--- config.mk ---
export PLATFORM = sky130hd
export DESIGN_NAME = matrix_frame_scheduler
export DESIGN_NICKNAME = d
export VERILOG_FILES = /design/src/rtl/matrix_frame_scheduler.sv
export SDC_FILE = /design/constraint.sdc
export NUM_CORES = 1
export LEC_CHECK = 0
export BUFFER_PORTS_ARGS = -buffer_cell sky130_fd_sc_hd__buf_4
export CAP_MARGIN = 40
export CORE_MARGIN = 2
export CORE_UTILIZATION = 38
export CTS_BUF_LIST = sky130_fd_sc_hd__clkbuf_4 sky130_fd_sc_hd__clkbuf_8
export CTS_CLUSTER_DIAMETER = 120
export CTS_CLUSTER_SIZE = 30
export DETAILED_ROUTE_END_ITERATION = 16
export SLEW_MARGIN = 20
export SYNTH_ARGS = -nofsm -noshare
export SYNTH_HDL_FRONTEND = slang
export SYNTH_SLANG_ARGS = --single-unit
--- constraint.sdc ---
create_clock -name clk -period 2.87 [get_ports clk]
set_clock_uncertainty 0.1 [all_clocks]
set_input_delay 0.287 -clock clk [delete_from_list [all_inputs] [get_ports clk]]
set_output_delay 0.287 -clock clk [all_outputs]
set_load 0.01 [all_outputs]
--- src/rtl/matrix_frame_scheduler.sv ---
// matrix_frame_scheduler: refresh-paced strip frame sequencer with round-robin arbitration
// between two pixel sources, feeding a 32-bit word serializer over valid/ready.
module matrix_frame_scheduler #(
   parameter int NUM_LEDS    = 64,
   parameter int END_WORDS   = 2,
   parameter int REFRESH_DIV = 1000
) (
   input  logic        clk,
   input  logic        reset,
   input  logic        enable,
   input  logic        src0_req,
   input  logic        src1_req,
   output logic [1:0]  grant,
   output logic        rd_en,
   output logic [5:0]  rd_idx,
   input  logic [31:0] src0_data,
   input  logic [31:0] src1_data,
   output logic        word_valid,
   output logic [31:0] word_data,
   input  logic        word_ready,
   output logic        frame_busy,
   output logic        frame_done,
   output logic        overrun
);
   localparam int CW = $clog2(REFRESH_DIV);
   localparam int TW = $clog2(END_WORDS + 1);
   localparam logic [CW-1:0] CNT_LAST = CW'(REFRESH_DIV - 1);
   localparam logic [5:0]    IDX_LAST = 6'(NUM_LEDS - 1);
   localparam logic [TW-1:0] TRL_LAST = TW'(END_WORDS - 1);

   typedef enum logic [2:0] {S_IDLE, S_ARB, S_START, S_FETCH, S_DATA, S_END} state_t;

   state_t        state, state_next;
   logic [CW-1:0] ref_cnt;
   logic [TW-1:0] trl_cnt;
   logic          tick, tick_pending, consume, last_grant, pick_src1, first;
   logic [31:0]   src_word, data_q;

   assign tick      = ref_cnt == CNT_LAST;
   assign consume   = state == S_IDLE && tick_pending && enable && (src0_req || src1_req);
   // last_grant = 1 means src1 owned the previous frame
   assign pick_src1 = (src0_req && src1_req) ? ~last_grant : src1_req;
   assign src_word  = grant[1] ? src1_data : src0_data;

   always_ff @(posedge clk) begin
      if (reset) state <= S_IDLE;
      else       state <= state_next;
   end

   always_comb begin
      state_next = state;
      rd_en      = 1'b0;
      word_valid = 1'b0;
      word_data  = '0;
      frame_done = 1'b0;
      frame_busy = state != S_IDLE;
      unique case (state)
         S_IDLE:  state_next = consume ? S_ARB : S_IDLE;
         S_ARB:   state_next = (src0_req || src1_req) ? S_START : S_IDLE;
         S_START: begin
            word_valid = 1'b1;
            state_next = word_ready ? S_FETCH : S_START;
         end
         S_FETCH: begin
            rd_en      = 1'b1;
            state_next = S_DATA;
         end
         S_DATA: begin
            word_valid = 1'b1;
            // source word is only valid in the first DATA cycle; hold the captured copy after
            word_data  = first ? src_word : data_q;
            if (word_ready) state_next = (rd_idx == IDX_LAST) ? S_END : S_FETCH;
         end
         S_END: begin
            word_valid = 1'b1;
            frame_done = word_ready && trl_cnt == TRL_LAST;
            state_next = frame_done ? S_IDLE : S_END;
         end
         default: state_next = S_IDLE;
      endcase
   end

   always_ff @(posedge clk) begin
      if (reset) begin
         ref_cnt      <= '0;
         tick_pending <= 1'b0;
         overrun      <= 1'b0;
         grant        <= 2'b00;
         last_grant   <= 1'b1;
         rd_idx       <= '0;
         trl_cnt      <= '0;
         first        <= 1'b0;
         data_q       <= '0;
      end else begin
         ref_cnt      <= tick ? '0 : ref_cnt + CW'(1);
         tick_pending <= tick || (tick_pending && !consume);
         overrun      <= overrun || (tick && tick_pending);
         first        <= state == S_FETCH;
         if (state == S_ARB && (src0_req || src1_req)) begin
            grant      <= pick_src1 ? 2'b10 : 2'b01;
            last_grant <= pick_src1;
         end
         if (state == S_START && word_ready) rd_idx <= '0;
         if (state == S_DATA && first) data_q <= src_word;
         if (state == S_DATA && word_ready) begin
            if (rd_idx != IDX_LAST) rd_idx <= rd_idx + 6'd1;
            trl_cnt <= '0;
         end
         if (frame_done) grant <= 2'b00;
         else if (state == S_END && word_ready) trl_cnt <= trl_cnt + TW'(1);
      end
   end
endmodule

==> impl_metrics.csv, run 1 <==
group,metric,value,unit
placement,dpl_worst_slack,0.459,ns
clocking,clockRootBuffer,"clkbuf_8",
clocking,numCtsBuffers,9,
clocking,cts_hold_buf,0,
global_route,grt-ovfl-total,0,
timing,finalSetupTns,0,ns
timing,fin_crit,2.50,ns
synthesis,syn_area,0.00330,mm²
worst_setup_path,crit_path_end_kind,"output pin",
power_and_ir_drop,p_leak,0.00162,µW
hold_path,hold_class,"input port to register",
cells_and_area,drive_gt1_share,36.0,%
global_route,antenna_found_initial,0,
routing,wl_per_cell,13.8,µm
worst_setup_path,required,2.48,ns
timing,fin_ws,0.370,ns
cells_and_area,syn_to_final_growth,33.8,%
floorplan,die_w,97.2,µm
synthesis,synth_edf_count,0,
routing,firstDrtPassIters,4,
timing,slew_violations,0,
global_route,grt_first_pass_wirelength,13400,µm
clocking,cts_setup_buffers,0,
routing,drtIter0Drc,102,
cells_and_area,final_cell_mix,"buf_4 (119), nor2_1 (80), dfxtp_1 (57)",
clocking,clk_latency,0.33,ns
clocking,path_clk_slew,0.06,ns
placement,routabilityCongestion,0.794,
synthesis,synth_flop_cell,"dfxtp_1",
clocking,cts_tree,"built",
synthesis,synth_cell_types,47,
clocking,clock-sinks,59,
clocking,cts_resized,0,
synthesis,synth_seq_cells,59,
floorplan,fp-row-count,34,
run,drv_cap,0,
floorplan,start_util,38.6,%
cells_and_area,stdcell_area,0.00442,mm²
worst_setup_path,worst-setup-path-type,"register to output pin",
cells_and_area,nets,550,
global_route,grt_usage,17.1,%
timing,hold_viol,0,
power_and_ir_drop,irDropWorstVdd,264,µV
global_route,grt_pass1_vias,2810,
routing,vias_per_cell,5.17,
cells_and_area,final_util,51.6,%
synthesis,avgSynthCellArea,8.83,µm²
synthesis,synth_area_leaders,"dfxtp_1 (36%), a211oi_2 (11%), mux2i_1 (9.7%)",
floorplan,io_pins,115,
floorplan,die_h,97.2,µm
routing,vias,3041,
global_route,grt_max_degree,35,
timing,finalCritPeriodShare,87.1,%
cells_and_area,nFillCells,791,
synthesis,async_flop_share,0,%
synthesis,synth_fp_nets,447,
clocking,htree_levels,3,
routing,ant_nets,0,
timing,rsz0062_at_grt,"false",
synthesis,yosysTopAreaCell,"dfxtp_1",
routing,route.detailed.drc,0,
power_and_ir_drop,p_per_area,390,mW/mm²
synthesis,synth.top_cell.area_share,35.8,%
timing,slew_headroom,61.1,%
placement,post_dp_cell_area,0.00420,mm²
placement,dp_hpwl,5830,µm
routing,drt_wl_total,8140,µm
cells_and_area,final_common_cell,"buf_4",
synthesis,synth_warnings,0,
floorplan,die-area,0.00945,mm²
clocking,clock_path_buffers,2,
timing,setup_viol,0,
worst_setup_path,cp.arrival,2.11,ns
worst_setup_path,critPathLaunchType,"register",
cells_and_area,diodes,0,
floorplan,core_region_area,0.00855,mm²
synthesis,synth-seq-area-share,35.8,%
timing,worst-slew-pin-transition,0.583,ns
worst_setup_path,path_max_fanout,13,
placement,portBuffers,114,
outcome,outcome,"completed",
synthesis,synthCells,374,
timing,fmax,400,MHz
-- per-stage QoR --
stage | total power [µW] | cells | hold WS, ns
after global placement | 973 | 573 | 0.332
final | 1720 | 588 | 0.193
after detailed placement | 975 | 573 | 0.341
after CTS | 1750 | 587 | 0.183
after global routing | 1800 | 588 | 0.208
after floorplan | 888 | 374 | 0.313
-- metal layers --
layer | vias to the layer above | share of wire (%) | GRT usage, %
li1 | 1569 | - | -
met1 | 1363 | 48 | 22.7
met2 | 97 | 44 | 26.3
met3 | 12 | 6.9 | 4.60
met4 | 0 | 1.8 | 7.04
met5 | - | 0 | 0
-- area by class of cell --
cell class / count / area, µm² / share of cell area, %
multi-input cells: 280 / 1950 / 44.1
clock buffers: 12 / 165 / 3.74
inverters: 6 / 22.5 / 0.510
flip-flops and latches: 59 / 1180 / 26.8
clock inverters: 2 / 35.0 / 0.793
repair buffers: 121 / 928 / 21.0
well taps: 108 / 135 / 3.06
-- registers in the layout, indices dropped and copies added (netlist names) --
signal        cells
data_q           32
first             1
rd_idx            6
tick_pending      1
last_grant        1
grant             2
state             3
overrun           1
trl_cnt           2
ref_cnt          10
-- final timing paths --
kind                        end        from  cells after the start  slack (ns)
hold / removal         state[2]  word_ready                      3        0.19
setup reg to reg      data_q[2]    state[2]                      6        0.65
hold reg to reg      ref_cnt[0]  ref_cnt[0]                      1        0.36
setup / recovery  word_data[25]    state[2]                      4        0.37
-- power by group --
part           internal [µW]  switching [µW]  total (µW)  leakage, µW
logic                   75.6            55.1         131      0.00104
registers                822            2.96         825     0.000477
clock network            461             304         765     0.000104
-- critical path, cell delays in order, from the launching register on --
cell,delay [ns]
dfxtp_1,0.56
or3b_1,0.52
buf_8,0.21
a211oi_1,0.30
buf_4,0.19
-- synthesized netlist by cell type, types with 3 or more instances --
cell / n
dfxtp_1: 59
and2_1: 3
o21ai_0: 7
and3_1: 3
nand3_1: 10
a211oi_2: 28
nand2_1: 12
inv_1: 6
mux2i_1: 32
a211oi_1: 37
nor2_1: 80
nor3_1: 3
clkbuf_1: 16
ha_1: 3
and4_1: 4
nand2b_1: 5
buf_2: 7
a21o_1: 3
a21oi_1: 13
buf_6: 3
xor2_1: 3
buf_4: 3
-- logic make-up after synthesis --
family	share of synthesized area, %
AOI/OAI and AO/OA	26.2
xor gates and xnor gates	1.33
adders and majority gates	1.14
buffers and inverters	5.27
DFF	35.8
muxes	10.4
and+or+nand+nor	19.9
Note: power is estimated with default switching activity, not from simulation.
==> inputs of run 2 (changes only) <==
CTS_BUF_LIST = sky130_fd_sc_hd__clkbuf_4   (was sky130_fd_sc_hd__clkbuf_4 sky130_fd_sc_hd__clkbuf_8)
==> run 2 against run 1 <==
Via count fell by 0.69%. Flip-flop and latch count did not move. Register-to-register slack improved by 0.12 ns. Global-route usage fell by 0.18 points. First-iteration DRC count rose by 4.9%. Sequential share of layout area rose by 0.61 points. Final area fell by 2.2%. Clock-buffer cell count fell by 3. Critical path type unchanged. Largest power group unchanged.
==> impl_metrics.csv, run 2 (synthesis gave the netlist of run 1 again) <==
group,metric,value,unit
outcome,outcome,"completed",
clocking,cts_setup_buffers,0,
clocking,clockRootBuffer,"clkbuf_4",
run,drv_cap,0,
routing,ant_nets,0,
cells_and_area,nets,549,
floorplan,die-area,0.00945,mm²
worst_setup_path,required,2.48,ns
timing,hold_viol,0,
clocking,htree_levels,3,
cells_and_area,syn_to_final_growth,30.8,%
floorplan,core_region_area,0.00855,mm²
worst_setup_path,rr_worst_depth,5,
timing,finalSetupTns,0,ns
hold_path,hold_class,"input port to register",
worst_setup_path,crit-reg2reg-capture,"data_q[24]",
worst_setup_path,rrSetupSlack,0.77,ns
hold_path,min_to,"state[2]",
global_route,grt-ovfl-total,0,
floorplan,die_h,97.2,µm
timing,fin_crit,2.59,ns
timing,whs,0.148,ns
timing,finalCritPeriodShare,90.2,%
routing,firstDrtPassIters,4,
timing,setup_viol,0,
worst_setup_path,cp_common_cell,"buf_4",
placement,routabilityCongestion,0.794,
routing,route.detailed.drc,0,
cells_and_area,nFillCells,798,
worst_setup_path,worstPathCellList,"or3b_4, buf_4, a211oi_1, buf_4",
clocking,clock-sinks,59,
timing,rsz0062_at_grt,"false",
power_and_ir_drop,p_per_area,342,mW/mm²
clocking,cts_tree,"built",
routing,vias_per_cell,5.14,
hold_path,whs_path_depth,3,
routing,vias,3020,
global_route,grt_max_degree,35,
floorplan,start_util,38.6,%
cells_and_area,diodes,0,
worst_setup_path,worst-setup-path-type,"register to output pin",
global_route,grt_usage,16.9,%
worst_setup_path,cp_slowest_stage_delay,0.57,ns
placement,dp_hpwl,5830,µm
routing,drt_wl_total,8100,µm
floorplan,io_pins,115,
global_route,grt_first_pass_wirelength,13300,µm
cells_and_area,drive_gt1_share,35.5,%
cells_and_area,largest_reg_flops,32,
global_route,grt_pass1_vias,2820,
routing,wl_per_cell,13.8,µm
routing,drtIter0Drc,107,
worst_setup_path,r2r_start,"state[2]",
worst_setup_path,path_max_fanout,18,
worst_setup_path,cp_slowest_cell,"dfxtp_1",
cells_and_area,regMostFlops,"data_q",
cells_and_area,top_regs,"data_q x32, ref_cnt x10, rd_idx x6",
worst_setup_path,crit_path_end_kind,"output pin",
clocking,path_clk_slew,0.09,ns
placement,portBuffers,114,
timing,slew_violations,0,
power_and_ir_drop,p_leak,0.00158,µW
cells_and_area,final_cell_mix,"buf_4 (119), nor2_1 (80), dfxtp_1 (57)",
global_route,antenna_found_initial,0,
timing,worst-slew-pin-transition,0.583,ns
clocking,numCtsBuffers,9,
worst_setup_path,critPathLaunchType,"register",
clocking,clock_path_buffers,2,
floorplan,die_w,97.2,µm
power_and_ir_drop,irDropWorstVdd,204,µV
floorplan,fp-row-count,34,
clocking,cts_hold_buf,0,
timing,fmax,386,MHz
worst_setup_path,cp.arrival,2.20,ns
clocking,clk_latency,0.37,ns
cells_and_area,final_common_cell,"buf_4",
timing,slew_headroom,61.1,%
hold_path,min_from,"word_ready",
==> run 2: cell count changes in the layout (fill, tap and decap cells not counted) <==
cell      previous run  this run
clkbuf_8            12         0
clkbuf_4             0         9
clkinv_1             0         3
buf_8                1         0
or3b_1               1         0
or3b_4               0         1
==> run 2: worst max path at each step <==
stage	startpoint	end	slack, ns	cells after the start
2_1_floorplan	state[0]	word_data[10]	1.11	4
6_report	state[2]	word_data[2]	0.28	4
5_1_grt	state[2]	word_data[2]	0.14	4
3_3_place_gp	state[2]	word_data[0]	0.57	4
4_1_cts	state[2]	word_data[2]	0.06	4
3_5_place_dp	state[2]	word_data[2]	0.46	4
==> run 2: layer usage <==
metal | up-vias | wire length, µm | GRT usage [%] | share of wire, %
li1 | 1567 | - | - | -
met1 | 1353 | 3840 | 22.4 | 47
met2 | 94 | 3640 | 26.4 | 45
met3 | 6 | 544 | 4.60 | 6.7
met4 | 0 | 83 | 6.07 | 1.0
met5 | - | 0 | 0 | 0
==> run 2: worst max-delay path: cells and delay by family, from the launching register on <==
family | cells | cell delay [ns]
AO/OA/AOI/OAI | 1 | 0.26
AND/OR/NAND/NOR | 1 | 0.57
flip-flops | 1 | 0.57
buffers and inverters | 2 | 0.43
==> run 2: metrics by stage <==
| stage | area, µm² | instances | setup WS [ns] | total power, µW | utilization (%) |
|---|---|---|---|---|---|
| 6_report | 4320 | 587 | 0.282 | 1480 | 50.5 |
| 3_3_place_gp | 4200 | 573 | 0.566 | 973 | 49.1 |
| 2_1_floorplan | 3300 | 374 | 1.11 | 888 | - |
| 4_1_cts | 4310 | 587 | 0.0595 | 1500 | 50.5 |
| 3_5_place_dp | 4200 | 573 | 0.459 | 975 | 49.1 |
| 5_1_grt | 4320 | 587 | 0.142 | 1550 | 50.5 |
==> run 2: cell type report <==
type,count,area [µm²],area share (%)
timing repair buffer,120,913,21.2
clock inverter,5,46.3,1.07
sequential,59,1180,27.4
multi-input combinational,280,1950,45.1
inverter,6,22.5,0.522
tap,108,135,3.13
clock buffer,9,67.6,1.57
==> run 2: report_power, final <==
| group | switching (µW) | total [µW] | internal [µW] | leakage [µW] |
|---|---|---|---|---|
| Sequential | 2.83 | 824 | 821 | 0.000477 |
| Clock | 276 | 523 | 247 | 0.0000642 |
| Combinational | 55.2 | 131 | 75.6 | 0.00104 |
==> run 2: timing repair <==
action / in CTS / in global routing
gates resized for setup: 1 / 1
setup endpoints to repair: 1 / 9
endpoints found under the hold margin: 0 / 0
